[config.mk]
export PLATFORM = sky130hd
export DESIGN_NAME = axi_lite_host_cmd_queue
export DESIGN_NICKNAME = d
export VERILOG_FILES = /design/src/rtl/axi_lite_host_cmd_queue.sv
export SDC_FILE = /design/constraint.sdc
export NUM_CORES = 1
export LEC_CHECK = 0
export ABC_AREA = 1
export CORE_MARGIN = 1
export CORE_UTILIZATION = 26
export CTS_BUF_LIST = sky130_fd_sc_hd__clkbuf_4 sky130_fd_sc_hd__clkbuf_8
export DETAILED_ROUTE_END_ITERATION = 10
export GPL_TIMING_DRIVEN = 0
export HOLD_SLACK_MARGIN = 0.1
export PLACE_DENSITY = 0.52
export SLEW_MARGIN = 10
export SYNTH_ARGS = -nofsm -noshare
export SYNTH_HDL_FRONTEND = slang
export SYNTH_SLANG_ARGS = --single-unit
[constraint.sdc]
create_clock -name ACLK -period 5.55 [get_ports ACLK]
set_input_delay 1.11 -clock ACLK [delete_from_list [all_inputs] [get_ports ACLK]]
set_output_delay 1.11 -clock ACLK [all_outputs]
set_load 0.01 [all_outputs]
[src/rtl/axi_lite_host_cmd_queue.sv]
// Command sequencer in front of an AXI-Lite master host port.
// Queues write/read commands, issues them one at a time, collects read data
// in a response FIFO and halts issue when a transaction does not complete in time.
module axi_lite_host_cmd_queue #(
    parameter int ADDR_W    = 32,
    parameter int DATA_W    = 32,
    parameter int CMD_DEPTH = 4,
    parameter int RSP_DEPTH = 4,
    parameter int TIMEOUT   = 1024
) (
    input  logic                         ACLK,
    input  logic                         ARESET,
    // command push side
    input  logic                         cmd_valid,
    output logic                         cmd_ready,
    input  logic                         cmd_write,
    input  logic [ADDR_W-1:0]            cmd_addr,
    input  logic [DATA_W-1:0]            cmd_wdata,
    // read response side
    output logic                         rsp_valid,
    input  logic                         rsp_ready,
    output logic [DATA_W-1:0]            rsp_data,
    output logic                         rsp_err,
    // master host interface
    output logic                         transfer,
    input  logic                         ready,
    output logic [ADDR_W-1:0]            addr,
    output logic [DATA_W-1:0]            wdata,
    output logic                         write,
    input  logic [DATA_W-1:0]            rdata,
    // status
    output logic                         busy,
    output logic                         timeout_err,
    input  logic                         err_clr,
    output logic [$clog2(CMD_DEPTH):0]   cmd_level
);

    localparam int CPW = $clog2(CMD_DEPTH);
    localparam int CCW = CPW + 1;
    localparam int RPW = $clog2(RSP_DEPTH);
    localparam int RCW = RPW + 1;
    localparam int TW  = (TIMEOUT > 1) ? $clog2(TIMEOUT + 1) : 1;

    localparam logic [CCW-1:0] CMD_FULL_LVL = CCW'(CMD_DEPTH);
    localparam logic [RCW-1:0] RSP_FULL_LVL = RCW'(RSP_DEPTH);

    typedef enum logic [1:0] {
        S_IDLE,
        S_ISSUE,
        S_WAIT,
        S_HALT
    } state_t;

    state_t state, state_nxt;

    // command FIFO storage and bookkeeping
    logic [ADDR_W-1:0] cmd_addr_mem [CMD_DEPTH];
    logic [DATA_W-1:0] cmd_data_mem [CMD_DEPTH];
    logic              cmd_wr_mem   [CMD_DEPTH];
    logic [CPW-1:0]    cmd_wp, cmd_rp;
    logic [CCW-1:0]    cmd_cnt;
    logic              cmd_push, cmd_pop;

    // response FIFO storage and bookkeeping
    logic [DATA_W-1:0] rsp_data_mem [RSP_DEPTH];
    logic              rsp_err_mem  [RSP_DEPTH];
    logic [RPW-1:0]    rsp_wp, rsp_rp;
    logic [RCW-1:0]    rsp_cnt;
    logic              rsp_push, rsp_pop;
    logic              rsp_push_err;
    logic [DATA_W-1:0] rsp_push_data;

    logic [TW-1:0]     timer;
    logic              timeout_hit;
    logic              head_ok;

    // Ready comes from the registered count only, so a pop cannot make room
    // for a push in the same cycle.
    assign cmd_ready = (cmd_cnt != CMD_FULL_LVL);
    assign cmd_push  = cmd_valid && cmd_ready;
    assign cmd_level = cmd_cnt;

    assign rsp_valid = (rsp_cnt != '0);
    assign rsp_pop   = rsp_valid && rsp_ready;
    // Storage is not reset, so the head is masked while the FIFO is empty.
    assign rsp_data  = rsp_valid ? rsp_data_mem[rsp_rp] : '0;
    assign rsp_err   = rsp_valid ? rsp_err_mem[rsp_rp]  : 1'b0;

    assign busy = (state != S_IDLE) || (cmd_cnt != '0);

    // A read may only issue when its response has a guaranteed slot.
    assign head_ok     = (cmd_cnt != '0) && (cmd_wr_mem[cmd_rp] || (rsp_cnt != RSP_FULL_LVL));
    assign timeout_hit = (TIMEOUT != 0) && (timer == TW'(TIMEOUT));

    // Command FIFO payload write
    // NOTE: FIFO storage has no reset; validity is tracked by the count, and
    // leaving data arrays unreset lets them map onto plain RAM/register files.
    always_ff @(posedge ACLK) begin
        if (cmd_push) begin
            cmd_addr_mem[cmd_wp] <= cmd_addr;
            cmd_data_mem[cmd_wp] <= cmd_wdata;
            cmd_wr_mem[cmd_wp]   <= cmd_write;
        end
    end

    // Command FIFO pointers and occupancy
    // NOTE: sequential state uses non-blocking assignments so every register
    // samples pre-edge values regardless of block ordering.
    always_ff @(posedge ACLK) begin
        if (ARESET) begin
            cmd_wp  <= '0;
            cmd_rp  <= '0;
            cmd_cnt <= '0;
        end else begin
            if (cmd_push) cmd_wp <= cmd_wp + CPW'(1);
            if (cmd_pop)  cmd_rp <= cmd_rp + CPW'(1);
            case ({cmd_push, cmd_pop})
                2'b10:   cmd_cnt <= cmd_cnt + CCW'(1);
                2'b01:   cmd_cnt <= cmd_cnt - CCW'(1);
                default: cmd_cnt <= cmd_cnt;
            endcase
        end
    end

    // Response FIFO payload write
    always_ff @(posedge ACLK) begin
        if (rsp_push) begin
            rsp_data_mem[rsp_wp] <= rsp_push_data;
            rsp_err_mem[rsp_wp]  <= rsp_push_err;
        end
    end

    // Response FIFO pointers and occupancy
    always_ff @(posedge ACLK) begin
        if (ARESET) begin
            rsp_wp  <= '0;
            rsp_rp  <= '0;
            rsp_cnt <= '0;
        end else begin
            if (rsp_push) rsp_wp <= rsp_wp + RPW'(1);
            if (rsp_pop)  rsp_rp <= rsp_rp + RPW'(1);
            case ({rsp_push, rsp_pop})
                2'b10:   rsp_cnt <= rsp_cnt + RCW'(1);
                2'b01:   rsp_cnt <= rsp_cnt - RCW'(1);
                default: rsp_cnt <= rsp_cnt;
            endcase
        end
    end

    // FSM state, WAIT timer, sticky error and held master request fields
    always_ff @(posedge ACLK) begin
        if (ARESET) begin
            state       <= S_IDLE;
            timer       <= '0;
            timeout_err <= 1'b0;
            addr        <= '0;
            wdata       <= '0;
            write       <= 1'b0;
        end else begin
            state <= state_nxt;
            if (state == S_ISSUE) begin
                timer <= TW'(1);
            end else if (state == S_WAIT) begin
                timer <= timer + TW'(1);
            end
            if (state == S_WAIT && state_nxt == S_HALT) begin
                timeout_err <= 1'b1;
            end else if (state == S_HALT && err_clr) begin
                timeout_err <= 1'b0;
            end
            if (cmd_pop) begin
                addr  <= cmd_addr_mem[cmd_rp];
                wdata <= cmd_data_mem[cmd_rp];
                write <= cmd_wr_mem[cmd_rp];
            end
        end
    end

    // Next-state, issue pop, start pulse and response push
    // NOTE: every signal gets a default before the case so no path leaves
    // one unassigned, which would otherwise infer a latch.
    always_comb begin
        state_nxt     = state;
        cmd_pop       = 1'b0;
        transfer      = 1'b0;
        rsp_push      = 1'b0;
        rsp_push_err  = 1'b0;
        rsp_push_data = '0;
        case (state)
            S_IDLE: begin
                if (head_ok) begin
                    cmd_pop   = 1'b1;
                    state_nxt = S_ISSUE;
                end
            end
            S_ISSUE: begin
                transfer  = 1'b1;
                state_nxt = S_WAIT;
            end
            S_WAIT: begin
                // Completion in the final allowed cycle beats the timeout.
                if (ready) begin
                    state_nxt = S_IDLE;
                    if (!write) begin
                        rsp_push      = 1'b1;
                        rsp_push_data = rdata;
                    end
                end else if (timeout_hit) begin
                    state_nxt = S_HALT;
                    if (!write) begin
                        rsp_push     = 1'b1;
                        rsp_push_err = 1'b1;
                    end
                end
            end
            S_HALT: begin
                if (err_clr) state_nxt = S_IDLE;
            end
            default: state_nxt = S_IDLE;
        endcase
    end

endmodule
**Word-level counts from Yosys, hierarchy flattened**

Memory sizes are Yosys's and may differ from the RTL's. A register that Yosys moved wholly into a read port is not among the register bits.
Cells that the tools add are included.

- Eq/ne operators: 11
- Muxes and demuxes: 35
- Add/subtract/negate cells: 9
- Reductions and logical operators: 16

Operators with widths:

| operator | number |
|---|---|
| 32-bit 2-to-1 mux | 4 |
| 2-bit 2-to-1 mux | 10 |
| 1-bit 2-to-1 mux | 18 |
| 3-bit one-hot mux with 2 select lines | 2 |
| 11-bit by 1-bit adder with 11-bit output, second input constant | 1 |
| 11-bit equality test, second input constant | 1 |
| 2-bit equality test, second input constant | 5 |
| 2-bit nonzero test | 5 |
| 2-bit by 1-bit adder with 2-bit output, second input constant | 4 |
| 2-bit one-hot mux with 4 select lines | 1 |
| 3-bit by 1-bit adder with 3-bit output, second input constant | 2 |
| 2-bit by 1-bit equality test with 1-bit output, second input constant | 3 |
| 3-bit != test, second input constant | 2 |
| 3-bit nonzero test | 2 |
| 3-bit by 1-bit subtractor with 3-bit output, second input constant | 2 |
| 1-bit logical AND | 5 |
| 2-bit zero test | 1 |
| 1-bit logical OR | 2 |
| 2-bit OR reduction | 1 |

- RAM bits: 392
- Flip-flop bits (word level): 29
- Output and inout bits: 106
- Memories kept: 5
- Input bits: 103
- Word-level logic and storage cells: 87

Memories:

| memory | depth | bits a word | rd ports | clocked after memory_dff | write ports | RTL line | text |
|---|---|---|---|---|---|---|---|
| cmd_addr_mem | 4 | 32 | 1 | 1 | 1 | 57 | `logic [ADDR_W-1:0] cmd_addr_mem [CMD_DEPTH];` |
| cmd_data_mem | 4 | 32 | 1 | 1 | 1 | 58 | `logic [DATA_W-1:0] cmd_data_mem [CMD_DEPTH];` |
| rsp_data_mem | 4 | 32 | 1 | 1 | 1 | 65 | `logic [DATA_W-1:0] rsp_data_mem [RSP_DEPTH];` |
| cmd_wr_mem | 4 | 1 | 1 | 1 | 1 | 59 | `logic cmd_wr_mem [CMD_DEPTH];` |
| rsp_err_mem | 4 | 1 | 1 | 1 | 1 | 66 | `logic rsp_err_mem [RSP_DEPTH];` |

**Longest topological paths before layout**

- Depth after elaboration: 8
- Mapped depth: 14
- Gate-level depth less buffers: 14

**Worst setup path after synthesis**

Ideal clock, no wire load.

- Kind: input-to-reg
- From: input cmd_valid
- To: memory cmd_addr_mem[0][0] (enable)
- Required time: 5.061 ns
- Arrival: 4.004 ns
- Library setup time: 0.489 ns
- Stages on the path: 2
- Slack: 1.057 ns
- Buffers on the path: 0
- Cell sequence: nand2_1 > nor2_1

- Word-level cells in the longest chain between the ends: 3

RTL lines:

| item | RTL line | text |
|---|---|---|
| from (decl) | 14 | `input logic cmd_valid,` |
| 1-bit logical AND | 80 | `assign cmd_push = cmd_valid && cmd_ready;` |
| 1-bit 2-to-1 mux | 99 | `if (cmd_push) begin` |
| 1-bit 2-to-1 mux (implied by the code) | 100 | `cmd_addr_mem[cmd_wp] <= cmd_addr;` |
| to (decl) | 57 |  |

No other way between the ends.

==> run_results.csv <==
group,metric,value,unit
outcome,status,"completed",
final_layout,final_area,0.0245,mm²
grt,grt_pass1_wl,79400,µm
floorplanning,fp.coreArea,0.0728,mm²
placed_design,hpwlAfterDp,35100,µm
sta,slew_viol_final,0,
grt,grt_max_degree,25,
min_path,whs_endpoint,"wdata[10]",
drt,drt_iter0_markers,755,
logic_synthesis,synth_area,0.0191,mm²
floorplanning,die_w,273,µm
sta,setup_ws,1.54,ns
worst_setup_path,r2r.worst_path.cells,13,
sta,fin_skew,0.0453,ns
sta,rsz0062_at_grt,"false",
drt,vias_per_cell,4.41,
clocking,ctsHoldBuffers,0,
clocking,cts_setup_buffers,0,
grt,overflow,0,
logic_synthesis,synthCells,1603,
grt,antenna_found_initial,9,
clocking,insertion_delay,0.69,ns
final_layout,multiInputGateArea,0.00459,mm²
worst_setup_path,start_kind,"register",
placed_design,place.gp.congestion,0.762,
grt,grt_usage,14.2,%
final_layout,seq_area,0.0137,mm²
worst_setup_path,r2r_start,"state[0]",
logic_synthesis,synth_seq_area_share,71.8,%
worst_setup_path,r2r_setup_slack,2.66,ns
logic_synthesis,syn_area_per_cell,11.9,µm²
clocking,cts_resized,0,
clocking,cts_tree,"built",
final_layout,fin_nets,2037,
final_layout,utilization,33.7,%
worst_setup_path,endpoint_kind,"output port",
worst_setup_path,reg2reg_to,"rsp_cnt[2]",
logic_synthesis,yosysWarnings,0,
worst_setup_path,critical_path_class,"reg2out",
drt,first_pass_iters,5,
sta,timing.hold.ws,0.461,ns
worst_setup_path,critPathRequiredTime,4.44,ns
min_path,hold_path_class,"reg2reg",
final_layout,diodes,0,
sta,period_share,72.3,%
sta,setup_tns,0,ns
sta,setup_viol,0,
power_and_ir_drop,peakVddDrop,0.000249,V
worst_setup_path,crit_arrival,2.90,ns
clocking,cts_buffer_depth,3,
sta,fin_crit,4.01,ns
floorplanning,die_area,0.0745,mm²
flow_run,cap_viol_max_count,0,
clocking,cts_buffers,87,
sta,hold_viol_final,0,
drt,wl_per_cell,18.2,µm
sta,worst_slew_margin_rel,48.9,%
logic_synthesis,synth_cell_type_count,32,
clocking,cts_root_buf,"clkbuf_8",
final_layout,fill_cells,7283,
final_layout,drive_gt1_share,13.8,%
final_layout,area_growth,28.5,%
clocking,htreeDepth,3,
floorplanning,rows,99,
placed_design,io_buffers,207,
floorplanning,initial_core_util,26.2,%
clocking,numClockSinks,489,
power_and_ir_drop,p_per_area,478,mW/mm²
placed_design,place_area,0.0228,mm²
floorplanning,die_h,273,µm
min_path,min_path_cells,2,
drt,drt_wl_total,53600,µm
worst_setup_path,path_max_fanout,10,
min_path,worstHoldStart,"wdata[10]",
clocking,clk_pin_slew,0.05,ns
drt,vias,13000,
floorplanning,num_io_pins,209,
grt,grt_pass1_vias,13000,
sta,tightestPinTransition,0.767,ns
logic_synthesis,synth.net_count,1725,
drt,antenna_left,0,
logic_synthesis,ys_seq_elements,489,
drt,drc,0,
power_and_ir_drop,power_leakage,8.46,nW
sta,max_freq,249,MHz
placed_design,dp_slack,1.98,ns
==> cell usage in the layout, fill, tap and decap left out, types with 3 or more instances in the layout <==
cell	count
nand3_1	10
buf_1	3
nor2_4	8
buf_2	27
dfxtp_1	97
o22ai_1	64
nand2_1	137
nor2_1	318
inv_1	79
inv_2	3
buf_16	5
a21oi_2	30
clkinv_2	10
ha_1	17
o21ai_1	57
clkdlybuf4s50_1	207
nor3_1	7
clkinv_1	18
buf_12	13
edfxtp_1	392
nand2_2	22
buf_4	4
clkbuf_4	29
clkinvlp_4	4
clkbuf_8	96
o21ai_0	160
clkbuf_1	44
buf_6	11
a21oi_1	95
==> sequential cells by signal, summed over array words and instances (netlist names), named ones only <==
register and cells:
state 2, cmd_addr_mem 128, cmd_data_mem 128, cmd_wp 2, rsp_err_mem 4, timer 11, rsp_wp 2, rsp_data_mem 128
cmd_wr_mem 4, rsp_cnt 3, timeout_err 1, rsp_rp 2, addr 32, wdata 32, write 1, cmd_rp 2
cmd_level 3
==> where the power goes <==
group / switching (mW) / leakage [nW] / internal (mW)
Clock: 1.53 / 0.921 / 1.80
Combinational: 2.25 / 3.11 / 1.46
Sequential: 0.222 / 4.42 / 4.47
Total: 4.00 / 8.46 / 7.74
==> worst max-delay path, cell delays in order, from the launching register on <==
cell	delay, ns
dfxtp_1	0.38
inv_2	0.09
buf_2	0.24
clkbuf_1	0.47
o21ai_1	0.14
a21oi_1	0.32
clkdlybuf4s50_1	0.61
==> per-stage QoR <==
step / power (mW) / std cells
after floorplan: 6.75 / 1603
after global placement: 8.48 / 2769
after detailed placement: 8.55 / 2785
after CTS: 11.9 / 2947
after global routing: 12.4 / 2947
final: 11.7 / 2947
==> cells by family after synthesis <==
logic type / share of synthesized area [%]
simple gates: 10.7
flops: 71.8
compound gates: 11.7
buf+inv: 4.48
fa+ha+maj: 1.32
==> cell usage after synthesis <==
library cell / number / share of area, %
a21oi_1: 95 / 2.5
a21oi_2: 30 / 1.4
buf_1: 3 / 0.059
buf_12: 2 / 0.21
buf_2: 27 / 0.71
buf_4: 4 / 0.16
buf_6: 11 / 0.65
buf_8: 2 / 0.16
clkbuf_1: 44 / 0.86
dfxtp_1: 97 / 10
edfxtp_1: 392 / 62
fa_1: 2 / 0.21
ha_1: 17 / 1.1
inv_1: 79 / 1.6
inv_2: 3 / 0.059
inv_4: 2 / 0.066
nand2_1: 137 / 2.7
nand2_2: 22 / 0.72
nand3_1: 10 / 0.26
nand3_2: 1 / 0.052
nand3_4: 1 / 0.092
nand3b_1: 1 / 0.039
nand4_1: 2 / 0.066
nor2_1: 326 / 6.4
nor3_1: 7 / 0.18
nor3_2: 2 / 0.10
nor3b_1: 1 / 0.039
o21a_1: 1 / 0.039
o21ai_0: 160 / 4.2
o21ai_1: 57 / 1.5
o21bai_1: 1 / 0.039
o22ai_1: 64 / 2.1
==> layer usage <==
layer,vias up,track usage (%),routed length [µm]
met5,-,0,102
met4,16,4.41,1170
met3,96,4.37,4150
met2,403,23.3,25200
met1,6234,17.7,22900
li1,6258,-,-
==> how the worst max path moves through the flow <==
stage | from | endpoint | slack, ns | depth (start not counted)
after floorplan | cmd_valid | cmd_addr_mem[0][0] | 1.06 | 2
after global placement | cmd_valid | cmd_addr_mem[3][10] | -2.49 | 3
after detailed placement | ready | rsp_cnt[2] | 1.98 | 11
after CTS | register | rsp_data[6] | 1.46 | 6
after global routing | register | rsp_data[10] | 1.38 | 6
final | register | rsp_data[8] | 1.54 | 6
==> final cells by class <==
cell class	instances	area share (%)
flip-flops and latches	489	55.9
inverters	84	1.31
repair buffers	223	9.90
clock inverters	37	0.852
plain buffers	93	2.18
multi-input cells	937	18.7
clock buffers	125	6.27
well taps	959	4.89
No activity file was read; power rests on OpenSTA's default activity.
